==> src/rtl/byte_unstriping.sv <==
// -----------------------------------------------------------------------------
// byte_unstriping
//   Receive-side lane merger. Two byte lanes (lane 0 = even stream positions,
//   lane 1 = odd stream positions) each feed a small elastic FIFO that absorbs
//   inter-lane skew. A single lane selector alternates between the FIFOs,
//   popping one byte per clk_2f cycle, so the original byte order is restored.
//   The selector never skips an empty lane: if the lane it points at is empty
//   the output simply stalls, so ordering holds even under heavy skew.
//
// Ports
//   clk_2f_i        : single clock, all state on posedge
//   reset_i         : asynchronous, active-low; clears all control state
//   lane_0_i        : lane 0 byte          valid_0_i : lane 0 push strobe
//   lane_1_i        : lane 1 byte          valid_1_i : lane 1 push strobe
//   data_out_o      : reassembled byte (holds its last value while stalled)
//   valid_out_o     : data_out_o qualifier, one byte per cycle
//   sel_lane_o      : lane the next pop will read
//   err_overflow_o  : sticky, a push hit a full FIFO with no same-cycle pop
//   level_0_o       : lane 0 FIFO occupancy (0..DEPTH)
//   level_1_o       : lane 1 FIFO occupancy (0..DEPTH)
// -----------------------------------------------------------------------------
module byte_unstriping #(
    parameter int DATA_WIDTH = 8,
    parameter int DEPTH      = 4,
    parameter int PTR_W      = 2
) (
    input  logic                  clk_2f_i,
    input  logic                  reset_i,
    input  logic [DATA_WIDTH-1:0] lane_0_i,
    input  logic                  valid_0_i,
    input  logic [DATA_WIDTH-1:0] lane_1_i,
    input  logic                  valid_1_i,
    output logic [DATA_WIDTH-1:0] data_out_o,
    output logic                  valid_out_o,
    output logic                  sel_lane_o,
    output logic                  err_overflow_o,
    output logic [PTR_W:0]        level_0_o,
    output logic [PTR_W:0]        level_1_o
);

    localparam logic [PTR_W:0] FULL_LVL = (PTR_W+1)'(DEPTH);

    // Per-lane FIFO storage and pointers, index 0/1 = lane number.
    logic [DATA_WIDTH-1:0] mem_q    [2][DEPTH];
    logic [PTR_W-1:0]      wr_ptr_q [2];
    logic [PTR_W-1:0]      wr_ptr_d [2];
    logic [PTR_W-1:0]      rd_ptr_q [2];
    logic [PTR_W-1:0]      rd_ptr_d [2];
    logic [PTR_W:0]        level_q  [2];
    logic [PTR_W:0]        level_d  [2];

    logic [DATA_WIDTH-1:0] lane_din [2];
    logic [1:0]            push_req;
    logic [1:0]            push_ok;
    logic [1:0]            pop;
    logic [1:0]            drop;

    logic [DATA_WIDTH-1:0] data_out_q, data_out_d;
    logic                  valid_out_q, valid_out_d;
    logic                  sel_q, sel_d;
    logic                  err_q, err_d;
    logic [DATA_WIDTH-1:0] head;

    assign push_req = {valid_1_i, valid_0_i};

    // Head of the currently selected FIFO, read from pre-edge state so a byte
    // written on this edge can only be popped on a later one.
    assign head = mem_q[sel_q][rd_ptr_q[sel_q]];

    always_comb begin
        lane_din[0] = lane_0_i;
        lane_din[1] = lane_1_i;
        push_ok     = '0;
        pop         = '0;
        drop        = '0;
        for (int k = 0; k < 2; k++) begin
            pop[k]      = (sel_q == 1'(k)) && (level_q[k] != '0);
            // A full FIFO still takes a push when its head leaves on the same
            // edge: the write lands in the slot the pop just vacated.
            push_ok[k]  = push_req[k] && ((level_q[k] != FULL_LVL) || pop[k]);
            drop[k]     = push_req[k] && !push_ok[k];
            wr_ptr_d[k] = push_ok[k] ? wr_ptr_q[k] + PTR_W'(1) : wr_ptr_q[k];
            rd_ptr_d[k] = pop[k]     ? rd_ptr_q[k] + PTR_W'(1) : rd_ptr_q[k];
            case ({push_ok[k], pop[k]})
                2'b10:   level_d[k] = level_q[k] + (PTR_W+1)'(1);
                2'b01:   level_d[k] = level_q[k] - (PTR_W+1)'(1);
                default: level_d[k] = level_q[k];
            endcase
        end
    end

    // Output stage: a pop toggles the selector; an empty selected lane stalls
    // and data_out keeps its previous byte.
    always_comb begin
        valid_out_d = |pop;
        data_out_d  = (|pop) ? head : data_out_q;
        sel_d       = sel_q ^ (|pop);
        err_d       = err_q | (|drop);
    end

    // NOTE: sequential state uses non-blocking assignments so every register
    // samples the same pre-edge values, regardless of statement order.
    always_ff @(posedge clk_2f_i or negedge reset_i) begin
        if (!reset_i) begin
            for (int k = 0; k < 2; k++) begin
                wr_ptr_q[k] <= '0;
                rd_ptr_q[k] <= '0;
                level_q[k]  <= '0;
            end
            data_out_q  <= '0;
            valid_out_q <= 1'b0;
            sel_q       <= 1'b0;
            err_q       <= 1'b0;
        end else begin
            for (int k = 0; k < 2; k++) begin
                wr_ptr_q[k] <= wr_ptr_d[k];
                rd_ptr_q[k] <= rd_ptr_d[k];
                level_q[k]  <= level_d[k];
            end
            data_out_q  <= data_out_d;
            valid_out_q <= valid_out_d;
            sel_q       <= sel_d;
            err_q       <= err_d;
        end
    end

    // NOTE: FIFO storage is deliberately left out of reset; stale contents are
    // unreachable once the pointers and levels are cleared, and a reset-free
    // array maps onto plain register-file/RAM cells.
    always_ff @(posedge clk_2f_i) begin
        for (int k = 0; k < 2; k++) begin
            if (push_ok[k]) begin
                mem_q[k][wr_ptr_q[k]] <= lane_din[k];
            end
        end
    end

    assign data_out_o     = data_out_q;
    assign valid_out_o    = valid_out_q;
    assign sel_lane_o     = sel_q;
    assign err_overflow_o = err_q;
    assign level_0_o      = level_q[0];
    assign level_1_o      = level_q[1];

endmodule

==> config.mk <==
export PLATFORM = sky130hd
export DESIGN_NAME = byte_unstriping
export DESIGN_NICKNAME = d
export VERILOG_FILES = /design/src/rtl/byte_unstriping.sv
export SDC_FILE = /design/constraint.sdc
export NUM_CORES = 1
export LEC_CHECK = 0
export BUFFER_PORTS_ARGS = -buffer_cell sky130_fd_sc_hd__buf_2
export CORE_MARGIN = 2
export CORE_UTILIZATION = 55
export CTS_BUF_LIST = sky130_fd_sc_hd__clkbuf_2 sky130_fd_sc_hd__clkbuf_4 sky130_fd_sc_hd__clkbuf_8
export DETAILED_ROUTE_END_ITERATION = 16
export PLACE_DENSITY = 0.88
export SLEW_MARGIN = 20
export SYNTH_ARGS = -nofsm -noshare
export SYNTH_HDL_FRONTEND = slang
export SYNTH_SLANG_ARGS = --single-unit
==> constraint.sdc <==
create_clock -name clk_2f_i -period 2.1 [get_ports clk_2f_i]
set_clock_uncertainty 0.05 [all_clocks]
set_input_delay 0.21 -clock clk_2f_i [delete_from_list [all_inputs] [get_ports clk_2f_i]]
set_output_delay 0.21 -clock clk_2f_i [all_outputs]
set_load 0.01 [all_outputs]
# Yosys cells after proc, flatten, opt, wreduce, memory -nomap -nowiden

Memory sizes are Yosys's and may differ from the RTL's.
Index checks and enable logic that the tools add are counted.

Output and inout port bits: 17
Input bits: 20
Logic and storage cells: 72
Memory bits (writable): 64
Memories: 1
Register bits: 25

Add/subtract/negate cells: 8
Equal/unequal tests: 6
Muxes and demuxes: 16
Reduce and logical (&&, ||, !) cells: 18
Bitwise logic cells: 7
Order comparisons: 6

Memory list:

| name  | depth | width | rd ports | clocked after memory_dff | wr ports | RTL line | RTL |
|---|---|---|---|---|---|---|---|
| mem_q | 2     | 32    | 1        | 0                        | 2        | 44       | `logic [DATA_WIDTH-1:0] mem_q [2][DEPTH];` |

Operators by type and width:

| kind                                                                         | count |
|---|---|
| 32-bit 2-to-1 mux                                                            | 2 |
| 8-bit demux with 2-bit select                                                | 2 |
| 8-bit 2-to-1 mux                                                             | 4 |
| 8-bit binary-select mux with 2-bit select                                    | 1 |
| 3-bit one-hot mux with 2 select lines                                        | 2 |
| 3-bit greater-or-equal comparator, second input constant                     | 3 |
| 2-bit NOT with 3-bit output                                                  | 3 |
| 2-bit by 1-bit adder with 2-bit output, second input constant                | 4 |
| 1-bit logical AND                                                            | 8 |
| 3-bit by 1-bit adder with 3-bit output, second input constant                | 2 |
| 3-bit by 1-bit less-than comparator with 1-bit output, second input constant | 2 |
| 2-bit 2-to-1 mux                                                             | 3 |
| 3-bit inequality test, second input constant                                 | 2 |
| 3-bit nonzero test                                                           | 2 |
| 3-bit by 1-bit subtractor with 3-bit output, second input constant           | 2 |
| 2-bit by 1-bit equality test with 1-bit output, second input constant        | 2 |
| 2-bit equality test, second input constant                                   | 2 |
| 2-bit nonzero test                                                           | 2 |
| 2-bit OR reduction                                                           | 2 |
| 2-bit greater-or-equal comparator, second input constant                     | 1 |
| 1-bit logical NOT                                                            | 2 |
| 1-bit logical OR                                                             | 2 |
| 1-bit 2-to-1 mux                                                             | 2 |
| 1-bit NOT with 2-bit output                                                  | 1 |
| other kinds (3)                                                              | 3 |

# Depth between registers and ports, before layout

Word-level depth: 8
Gate-level depth with buffers: 11
Mapped depth without buffers: 10

# Worst setup path before layout

Ideal clock, no wire load.

Path kind: reg-to-reg
Start point: reg sel_q, in the netlist sel_lane_o
End point: reg level_q (netlist bit level_1_o[2])
Arrival time: 2.112 ns
Clock period less this slack: 2.241 ns
Required time: 1.971 ns
Setup slack: -0.141 ns
Path buffers: 2
Cell stages (with the launch flop): 12
Setup time: 0.079 ns
Path through: dfrtp_1 -> buf_6 -> nor4b_1 -> nor2b_1 -> clkbuf_1 -> inv_1 -> ha_1 -> inv_1 -> fa_1 -> xor2_1 -> nor2_1 -> xor2_1

Word-level cells in the longest chain between the ends: 5
Elaborated cells between the ends (all ways): 7
Classes of those cells: eq/ne (2); mux (1); reduce/logical (4)

RTL lines:

| what                                                                                         | RTL line | RTL |
|---|---|---|
| from (decl)                                                                                  | 60       | `logic sel_q, sel_d;` |
| from (signal assigned)                                                                       | 122      | `sel_q <= sel_d;` |
| 1-bit logical AND (*)                                                                        | 77       | `pop[k] = (sel_q == 1'(k)) && (level_q[k] != '0);` |
| 1-bit logical OR                                                                             | 80       | `push_ok[k] = push_req[k] && ((level_q[k] != FULL_LVL) \|\| pop[k]);` |
| 1-bit logical AND                                                                            | 80       |  |
| 2-bit by 1-bit equality test with 1-bit output / 2-bit equality test (equally long branches) | 84       | `case ({push_ok[k], pop[k]})` |
| 3-bit one-hot mux with 2 select lines / 2-bit nonzero test (equally long branches)           | n/a      |  |
| to (signal, indexed assignment)                                                              | 118      | `level_q[k] <= level_d[k];` |
| to (decl)                                                                                    | 49       | `logic [PTR_W:0] level_q [2];` |

Every way passes the cells marked *; elsewhere a longest branch is shown, timed or not.
A chain may end at the register's enable or synchronous reset.

# Worst setup path after layout

Start point: reg sel_q, in the netlist sel_lane_o
End point: reg level_q (netlist bit level_0_o[2])

Word-level cells in the longest chain between the ends: 6
Elaborated cells between the ends (all ways): 8
Classes of those cells: eq/ne (2); mux (1); bitwise (1); reduce/logical (4)

RTL lines:

| what                                                                                         | RTL line |
|---|---|
| 1-bit NOT (*)                                                                                | 77 |
| 1-bit logical AND (*)                                                                        | 77 |
| 1-bit logical OR                                                                             | 80 |
| 1-bit logical AND                                                                            | 80 |
| 2-bit by 1-bit equality test with 1-bit output / 2-bit equality test (equally long branches) | 84 |
| 3-bit one-hot mux with 2 select lines / 2-bit nonzero test (equally long branches)           | n/a |

Marks and branches as above.

==> Flow_metrics.wiki <==
{| class="wikitable"
! Metric !! Value
|-
| Yosys warnings || 0
|-
| Max-slew headroom || 61.9%
|-
| Inserted Clock Buffers || 9
|-
| Cell area after synthesis || 3660 um^2
|-
| First-pass GRT wire length || 10.3 mm
|-
| Insertion delay of the later-clocked pin in the worst-skew pair || 360 ps
|-
| Number of antenna violations at the first check in global routing || 0
|-
| Post-detailed-route wirelength per cell || 18.8 um
|-
| Critical path startpoint category || flip-flop
|-
| Largest driver fanout on the critical path || 4
|-
| Highest attainable clock frequency || 475 MHz
|-
| Share of synthesized area occupied by flip-flops and latches || 69.7%
|-
| Number of global-route vias before repair || 2077
|-
| Clock Root Buffer || sky130_fd_sc_hd__clkbuf_8
|-
| DP HPWL || 4.35 mm
|-
| RSZ-0062 raised after global routing || yes
|-
| Final min period || 2100 ps
|-
| Number of diodes || 0
|-
| Count of unresolved DRC violations after routing || 0
|-
| Core region area || 6390 um^2
|-
| Input/output buffers || 36
|-
| Placed cells || 333
|-
| Post-layout nets || 307
|-
| Largest net degree at the start of global routing || 26
|-
| Violated checks || setup timing
|-
| Slowest cell on crit path || sky130_fd_sc_hd__dfrtp_2
|-
| Net switching power figure || 2.30 mW
|-
| Routed Wire Length || 6.70 mm
|-
| Cell Count, Final, Fillers Out || 357
|-
| Mean post-synth cell area || 16.9 um^2
|-
| Fraction of final layout cells sized beyond drive strength 1 || 30.0%
|-
| Num rows || 29
|-
| Count of pins on the block boundary || 37
|-
| Outcome || finished with violations
|-
| Setup-violating endpoint count in the final report || 1
|-
| GRT overflow || 0
|-
| Fill cell total of the finished layout || 420
|-
| Endpoint kind of the worst setup timing path || flip-flop
|-
| Required time reported for the critical path endpoint || 2330 ps
|-
| Post-Synthesis Cells || 216
|-
| Final ANT Viol Nets || 0
|-
| Maximum VDD drop || 955 uV
|-
| Delay contributed by the slowest stage of the critical path || 460 ps
|-
| Starting density of the core || 57.3%
|-
| Worst-case clock buffer depth || 2
|-
| Number of nets produced by synthesis || 248
|-
| Leakage dissipation || 1.75 nW
|-
| Clock edge transition at the registers on the reported setup and hold paths || 90 ps
|-
| First-pass detailed-route iteration total || 4
|-
| P&R area growth vs syn || 17.6%
|-
| Final Max Tran Viols || 0
|-
| Iter 0 DRT Violations || 69
|-
| Cell Int Power || 4.37 mW
|-
| Arrival time reported for the critical path endpoint || 2330 ps
|-
| Die boundary width || 85.5 um
|-
| Number of register bits inferred by synthesis || 89
|-
| Clock network power share || 19.3%
|-
| Pre-CTS WS || 44.3 ps
|-
| TritonCTS sink count || 89
|-
| Final worst slack || -3.83 ps
|-
| Logic gate share of total power || 39.8%
|-
| Total Die Area || 7320 um^2
|-
| Cell variety after synth || 30
|-
| Worst-Margin Slew || 571 ps
|-
| Number of hold violations in the final report || 0
|-
| Floorplan die height || 85.5 um
|-
| Setup TNS after final layout || -3.83 ps
|-
| Via total after detailed routing || 2005
|-
| Total power per unit cell area || 1550 nW/um^2
|-
| Relative contribution of sequential cells to total power || 40.9%
|-
| GRT Util Overall || 19.3%
|-
| Final worst hold slack || 8.68 ps
|-
| Total of max-cap violations || 0
|-
| Via density per instance || 5.62
|-
| Cell Chain, Critical Path || buf_4 > buf_4 > nor2_2 > ha_2 > inv_1 > fa_1 > xor2_1 > nor2_1 > xor2_1
|-
| Final worst path period share || 100%
|-
| Htree depth || 3
|-
| TritonCTS clock tree || done
|-
| Worst hold path type || input port to flip-flop
|-
| Routability congestion estimate || 0.774
|-
| Critical path start-end classification || flip-flop to flip-flop
|-
| Proportion of total power due to net switching || 34.5%
|}
-- power by group through the flow --
stage	combinational (mW)	sequential, mW	clock [mW]
after floorplan	1.70	2.76	0
after global placement	2.39	2.72	0
after detailed placement	2.50	2.76	0
after CTS	2.53	2.72	1.30
after global routing	2.89	2.78	1.37
final	2.66	2.73	1.29
-- worst paths after layout --
kind	from	endpoint	slack, ps	cells after the start
min in group asynchronous	reset_i	wr_ptr_q[2]	330	2
worst max register to register	sel_lane_o	level_0_o[2]	-4	9
worst min register to register	level_1_o[2]	level_1_o[2]	490	1
max in group asynchronous	reset_i	level_1_o[2]	1260	2
worst min-delay path	lane_0_i[2]	mem_q[0][10]	9	1
worst max-delay path	sel_lane_o	level_0_o[2]	-4	9
-- cell type report --
cell class              instances  area (um^2)  area share [%]
inverters                      12         45.0            1.05
multi-input cells             108         1040            24.3
repair buffers                 55          343            7.97
well taps                      77         96.3            2.24
clock buffers                   9          124            2.88
flip-flops and latches         89         2550            59.3
clock inverters                 7         98.8            2.30
-- Yosys cell counts --
library cell / n / share of area [%]
sky130_fd_sc_hd__nand2b_1: 1 / 0.17
sky130_fd_sc_hd__buf_6: 3 / 0.92
sky130_fd_sc_hd__nand3_1: 2 / 0.27
sky130_fd_sc_hd__inv_1: 12 / 1.2
sky130_fd_sc_hd__and2_1: 5 / 0.86
sky130_fd_sc_hd__mux2i_1: 17 / 4.7
sky130_fd_sc_hd__mux2i_4: 1 / 0.62
sky130_fd_sc_hd__a41oi_1: 1 / 0.24
sky130_fd_sc_hd__a211o_1: 8 / 1.9
sky130_fd_sc_hd__nor2b_1: 9 / 1.5
sky130_fd_sc_hd__dfrtp_1: 25 / 17
sky130_fd_sc_hd__and3_1: 4 / 0.68
sky130_fd_sc_hd__clkbuf_1: 3 / 0.31
sky130_fd_sc_hd__o31a_1: 1 / 0.24
sky130_fd_sc_hd__ha_1: 10 / 3.4
sky130_fd_sc_hd__mux4_2: 4 / 2.5
sky130_fd_sc_hd__nand2_1: 6 / 0.62
sky130_fd_sc_hd__fa_1: 2 / 1.1
sky130_fd_sc_hd__edfxtp_1: 64 / 53
sky130_fd_sc_hd__xnor2_1: 6 / 1.4
sky130_fd_sc_hd__buf_2: 1 / 0.14
sky130_fd_sc_hd__nor2_1: 5 / 0.51
sky130_fd_sc_hd__nor4_1: 1 / 0.17
sky130_fd_sc_hd__nor4b_1: 1 / 0.24
sky130_fd_sc_hd__mux4_1: 4 / 2.9
sky130_fd_sc_hd__a21oi_2: 1 / 0.24
sky130_fd_sc_hd__nor3_1: 2 / 0.27
sky130_fd_sc_hd__o21ai_0: 3 / 0.41
sky130_fd_sc_hd__o22ai_1: 8 / 1.4
sky130_fd_sc_hd__xor2_1: 6 / 1.4
-- critical path: cells and delay by family, from the launching register on --
family,cells,cell delay [ps]
xor+xnor,2,310
fa+ha+maj,2,570
buf+inv,3,340
flops,1,460
simple gates,2,280
-- per-layer routing --
| metal | track usage, % | up-vias | wire [um] |
|---|---|---|---|
| met3 | 4.43 | 15 | 224 |
| met5 | 0 | - | 0 |
| li1 | - | 933 | - |
| met2 | 33.7 | 39 | 3590 |
| met1 | 23.5 | 1018 | 2720 |
| met4 | 7.79 | 0 | 172 |
-- metrics by stage --
step	cell area, um^2	total power [mW]	util, %
4_1_cts	4250	6.55	66.5
6_report	4300	6.68	67.4
3_3_place_gp	3990	5.11	62.5
5_1_grt	4300	7.05	67.4
3_5_place_dp	3990	5.26	62.5
2_1_floorplan	3670	4.46	-
-- cell families after synthesis --
| group | Yosys count | share of synthesized area [%] |
|---|---|---|
| AOI/OAI and AO/OA | 22 | 4.41 |
| xor gates and xnor gates | 12 | 2.87 |
| adders and majority gates | 12 | 4.52 |
| buffers and inverters | 19 | 2.60 |
| DFF | 89 | 69.7 |
| muxes | 26 | 10.6 |
| and+or+nand+nor | 36 | 5.34 |
-- flip-flops by register name (all words and copies together) (netlist names), 3 cells and up --
name and flops:
wr_ptr_q 4, data_out_o 8, mem_q 64, level_1_o 3, rd_ptr_q 4, level_0_o 3
-- cell usage in the layout (no fill, tap or decap), types with 6 or more instances in the layout --
cell,instances
sky130_fd_sc_hd__dfrtp_1,23
sky130_fd_sc_hd__xnor2_1,6
sky130_fd_sc_hd__buf_4,15
sky130_fd_sc_hd__inv_1,11
sky130_fd_sc_hd__ha_1,8
sky130_fd_sc_hd__nor2b_1,9
sky130_fd_sc_hd__nand2_1,6
sky130_fd_sc_hd__a211o_1,8
sky130_fd_sc_hd__o22ai_1,8
sky130_fd_sc_hd__xor2_1,6
sky130_fd_sc_hd__mux2i_1,17
sky130_fd_sc_hd__edfxtp_1,64
sky130_fd_sc_hd__clkbuf_8,9
sky130_fd_sc_hd__buf_2,36
-- repair_timing --
action / 4_1_cts / 5_1_grt
resized for setup: 0 / 10
hold buffers: 3 / 0
endpoints found under the setup margin: 0 / 3
hold endpoints to repair: 33 / 0
buffers inserted: 0 / 5
Note: power is estimated with default switching activity, not from simulation.
